$ cat src/rtl/serial_adder_if.sv
// serial_adder_if: start/busy/done handshake and operand/result bus of the serial adder
interface serial_adder_if #(parameter int WIDTH = 8);
  logic start, cin, busy, done, cout, ovf;
  logic [WIDTH-1:0] a, b, sum;
  modport master(output start, a, b, cin, input busy, done, sum, cout, ovf);
  modport slave(input start, a, b, cin, output busy, done, sum, cout, ovf);
endinterface

$ cat src/rtl/serial_adder.sv
// serial_adder: multi-cycle adder processing DIGIT bits per clock through one registered carry
module serial_adder #(
  parameter int WIDTH = 8,
  parameter int DIGIT = 1
) (
  input logic clk,
  input logic rst_n,
  serial_adder_if.slave bus
);
  localparam int N = WIDTH / DIGIT;
  localparam int CW = N > 1 ? $clog2(N) : 1;
  typedef enum logic {IDLE, RUN} state_t;
  state_t state, state_n;
  logic [WIDTH-1:0] ra, rb, res, res_n;
  logic [DIGIT:0] dsum;
  logic [CW-1:0] cnt;
  logic carry, msb_a, msb_b;
  assign dsum = {1'b0, ra[DIGIT-1:0]} + {1'b0, rb[DIGIT-1:0]} + {{DIGIT{1'b0}}, carry};
  assign res_n = (WIDTH'(dsum[DIGIT-1:0]) << (WIDTH - DIGIT)) | (res >> DIGIT);
  assign bus.busy = state == RUN;
  // state register
  always_ff @(posedge clk or negedge rst_n)
    if (!rst_n) state <= IDLE;
    else state <= state_n;
  // accept start only when idle; leave RUN after the last digit
  always_comb begin
    state_n = state;
    state_n = state == IDLE ? (bus.start ? RUN : IDLE) : (cnt == '0 ? IDLE : RUN);
  end
  // operand capture, digit processing and result publication
  always_ff @(posedge clk or negedge rst_n)
    if (!rst_n) begin
      ra <= '0;
      rb <= '0;
      res <= '0;
      carry <= 1'b0;
      cnt <= '0;
      msb_a <= 1'b0;
      msb_b <= 1'b0;
      bus.sum <= '0;
      bus.cout <= 1'b0;
      bus.ovf <= 1'b0;
      bus.done <= 1'b0;
    end else begin
      bus.done <= 1'b0;
      if (state == IDLE && bus.start) begin
        ra <= bus.a;
        rb <= bus.b;
        carry <= bus.cin;
        cnt <= CW'(N - 1);
        msb_a <= bus.a[WIDTH-1];
        msb_b <= bus.b[WIDTH-1];
      end else if (state == RUN) begin
        ra <= ra >> DIGIT;
        rb <= rb >> DIGIT;
        carry <= dsum[DIGIT];
        res <= res_n;
        cnt <= cnt - CW'(1);
        if (cnt == '0) begin
          bus.sum <= res_n;
          bus.cout <= dsum[DIGIT];
          bus.ovf <= (msb_a == msb_b) && (res_n[WIDTH-1] != msb_a);
          bus.done <= 1'b1;
        end
      end
    end
endmodule

$ cat src/flat_wrapper.sv
// flat-port wrapper written by rule: the top's interface ports become plain ports
module serial_adder_flat 
#(
  parameter int WIDTH = 8,
  parameter int DIGIT = 1
)
  (clk, rst_n, bus_start, bus_a, bus_b, bus_cin, bus_busy, bus_done, bus_sum, bus_cout, bus_ovf);
  serial_adder_if #(.WIDTH(WIDTH)) bus_i ();
  input logic clk;
  input logic rst_n;
  input wire logic [$bits(bus_i.start)-1:0] bus_start;
  input wire logic [$bits(bus_i.a)-1:0] bus_a;
  input wire logic [$bits(bus_i.b)-1:0] bus_b;
  input wire logic [$bits(bus_i.cin)-1:0] bus_cin;
  output wire logic [$bits(bus_i.busy)-1:0] bus_busy;
  output wire logic [$bits(bus_i.done)-1:0] bus_done;
  output wire logic [$bits(bus_i.sum)-1:0] bus_sum;
  output wire logic [$bits(bus_i.cout)-1:0] bus_cout;
  output wire logic [$bits(bus_i.ovf)-1:0] bus_ovf;
  assign bus_i.start = bus_start;
  assign bus_i.a = bus_a;
  assign bus_i.b = bus_b;
  assign bus_i.cin = bus_cin;
  assign bus_busy = bus_i.busy;
  assign bus_done = bus_i.done;
  assign bus_sum = bus_i.sum;
  assign bus_cout = bus_i.cout;
  assign bus_ovf = bus_i.ovf;
  serial_adder #(.WIDTH(WIDTH), .DIGIT(DIGIT)) u_core (.clk(clk), .rst_n(rst_n), .bus(bus_i));
endmodule
$ cat config.mk
export PLATFORM = sky130hd
export DESIGN_NAME = serial_adder_flat
export DESIGN_NICKNAME = d
export VERILOG_FILES = /design/src/rtl/serial_adder_if.sv /design/src/rtl/serial_adder.sv /design/src/flat_wrapper.sv
export SDC_FILE = /design/constraint.sdc
export NUM_CORES = 1
export LEC_CHECK = 0
export BUFFER_PORTS_ARGS = -buffer_cell sky130_fd_sc_hd__clkbuf_2
export CAP_MARGIN = 10
export CELL_PAD_IN_SITES_DETAIL_PLACEMENT = 1
export CELL_PAD_IN_SITES_GLOBAL_PLACEMENT = 2
export CORE_MARGIN = 4
export CORE_UTILIZATION = 39
export DETAILED_ROUTE_END_ITERATION = 8
export PLACE_DENSITY_LB_ADDON = 0.1
export SLEW_MARGIN = 5
export SYNTH_ARGS = -nofsm -noshare
export SYNTH_HDL_FRONTEND = slang
export SYNTH_SLANG_ARGS = --single-unit
$ cat constraint.sdc
create_clock -name clk -period 2.3 [get_ports clk]
set_input_delay 0.115 -clock clk [delete_from_list [all_inputs] [get_ports clk]]
set_output_delay 0.115 -clock clk [all_outputs]
set_load 0.005 [all_outputs]
==> results by group <==
Status
  – Status: finished, violations left
  – Failing checks: negative hold slack

GRT
  – Pin count of the biggest net entering global routing: 42
  – Grt total ovfl: 0
  – All-Layer GR Usage: 13.5%
  – Antenna violations before repair: 0
  – First-pass GRT wire length: 5.71 mm
  – Vias in the first global route: 1,216

Flow run
  – Max-cap violations: 0

Critical path
  – Startpoint types: flip-flop
  – CP Max Fanout: 34
  – Delay-heaviest family, CP: flip-flops
  – R2r setup slk: 790 ps
  – CP endpoint kind: primary output
  – Reg2reg path depth: 4
  – Critical Path AT: 1510 ps
  – Critical Path Source: u_core.bus.busy
  – CP required: 2180 ps
  – Slowest cell on crit path: dfrtp_1
  – Worst Path Buf+Inv: 2
  – CP peak stage delay: 650 ps
  – Critical setup path kind: flip-flop to primary output
  – Reg-to-reg startpoint: u_core.carry
  – Crit path cell chain: buf_4 -> clkbuf_2
  – Critical path depth: 2

Drt
  – Detail Route Antenna Nets: 0
  – Routed WL: 3.34 mm
  – Drt first pass iters: 2
  – DR WL/cell: 14.9 microns
  – Vias per std cell: 4.92
  – 1st-iter DRT viols: 40
  – DRC viols: 0
  – Detailed-route via count: 1,103

Clock network
  – Post_cts resized: 0
  – Clk root buf: clkbuf_8
  – Clock buffer count from CTS: 5
  – Post-CTS setup buffer count: 0
  – CTS clk-pin slew, worst paths: 70 ps
  – Max Root-Sink Buffers: 2
  – TritonCTS clock tree: yes
  – # hold bufs at CTS: 0
  – Clock latency at the later pin of the worst-skew pair: 290 ps
  – Htree depth: 2
  – Clk sinks: 41

Floorplanning
  – Initial core utilization: 40.3%
  – Die extent in x: 75.0 microns
  – FP Rows: 24
  – Die height: 75.0 microns
  – Core Region: 4350 sq um
  – Die ar.: 5630 sq um
  – Number of top-level pins: 32

STA
  – Setup violators final: 0
  – Final hold slack: -9.01 ps
  – Worst Skew: 2.88 ps
  – Final hold vios: 11
  – Final TNS setup: 0 ps
  – Pins Over Slew Limit: 0
  – Unrepaired setup endpoints after global routing: no
  – Slew HR: 32.1%
  – Min Tclk post-route: 1630 ps
  – Crit share post-route: 70.8%
  – Tightest Pin Transition: 1020 ps
  – Max frequency: 0.614 GHz

Power
  – VDD IR max: 0.413 mV
  – Pleak: 1.03 nW
  – Cell Pwr Density: 1270 nW/um^2
  – Pwr Total: 0.00260 W

Layout
  – Area Overhead vs Synth: 16.2%
  – Layout Nets: 194
  – Fillers: 473
  – N_diodes: 0
  – Layout cells sized above 1: 35.5%

Logic synthesis
  – Post-synthesis register bit count: 41
  – Register area share after synthesis: 58.5%
  – Synth top area share: 58.5%
  – Mapped Nets: 161
  – Cell taking the most area after synthesis: dfrtp_1
  – Unique cell type count in the Yosys netlist: 18
  – Syn avg cell area: 12.7 sq um
  – Post-Synthesis Cell Area: 1750 sq um
  – Synth Flop Type: dfrtp_1
  – Top-count cell post-synth: dfrtp_1
  – EDFF count, synth: 0
  – Area contributors post-synth: dfrtp_1 59%, mux2_2 12%, mux2i_1 9.7%, o21ai_0 4.6%, nand2_1 3.4%
  – Async S/R FF share, synth: 100%
  – Post-synth top cells: 41 x dfrtp_1, 18 x mux2_2, 17 x mux2i_1
  – Ys Warns: 0
  – Post-Synthesis Cells: 138

Placement
  – Routability cong.: 0.683
  – Dpl hpwl: 2.40 mm
  – Port Buffers: 31

Min path
  – Worst hold path class: input port to async pin
-- worst reg2reg max path, delay by kind of cell, from the launching register on --
| kind | cells | cell delay (ps) |
|---|---|---|
| flops | 1 | 400 |
| simple gates | 1 | 190 |
| fa+ha+maj | 1 | 610 |
| compound gates | 2 | 190 |
-- per-stage QoR --
step           instances  util, %  cell area [sq um]  setup slack [ps]  hold slack (ps)
6_report             224     46.8               2040               672            -9.01
5_1_grt              224     46.8               2040               584             77.1
4_1_cts              224     46.8               2040               630             21.6
3_5_place_dp         216     44.5               1940               794              337
3_3_place_gp         216     44.5               1940               848              324
2_1_floorplan        138        -               1750               894             -181
-- layout make-up --
type                    instances  area, sq um  area share [%]
flip-flops and latches         41         1030            50.4
multi-input cells              86          656            32.2
repair buffers                 34          178            8.72
clock buffers                   7         96.3            4.73
well taps                      52         65.1            3.19
inverters                       3         11.3           0.553
clock inverters                 1         5.00           0.246
-- sequential cells by signal, summed over array words and instances (netlist names) --
register         flops
u_core.bus.sum       8
u_core.ra            8
u_core.rb            8
u_core.res           7
u_core.cnt           3
u_core.bus.busy      1
u_core.bus.cout      1
u_core.bus.done      1
u_core.bus.ovf       1
u_core.carry         1
u_core.msb_a         1
u_core.msb_b         1
-- cells in the final DEF, fill, tap and decap left out, drive strengths merged --
cell    netlist  layout
dfrtp        41      41
clkbuf        0      38
mux2         18      18
mux2i        17      17
nand2        16      16
o21ai        16      16
nor2          5       5
a21oi         4       4
inv           3       3
nor3          3       3
buf           8       3
ha            2       2
nand3b        1       1
and3b         1       1
xnor2         1       1
nor2b         1       1
fa            1       1
clkinv        0       1
-- cell families after synthesis --
kind of cell | after synthesis | synth area share (%)
flip-flops | 41 | 58.5
multiplexers | 35 | 21.3
AND/OR/NAND/NOR | 27 | 7.35
AO/OA/AOI/OAI | 20 | 5.71
buffers and inverters | 11 | 4.07
adder cells (fa/ha/maj) | 3 | 2.57
XOR/XNOR | 1 | 0.500
-- metal layers --
| layer | global-route usage, % | up-vias | wire length (microns) |
|---|---|---|---|
| li1 | - | 537 | - |
| met1 | 17.5 | 540 | 1570 |
| met2 | 21.2 | 22 | 1570 |
| met3 | 4.27 | 4 | 169 |
| met4 | 4.74 | 0 | 36 |
| met5 | 0 | - | 0 |
-- final timing paths --
path	to
min	u_core.ra[2]
max	bus_busy
min in group clk	u_core.msb_b
min reg2reg	u_core.ra[4]
max reg2reg	u_core.bus.ovf
max in group asynchronous	u_core.bus.sum[4]
-- report_power, final --
group          internal (W)  switching, W
clock              0.000271      0.000231
combinational      0.000447      0.000401
sequential          0.00103      0.000213
No activity file was read; power rests on OpenSTA's default activity.
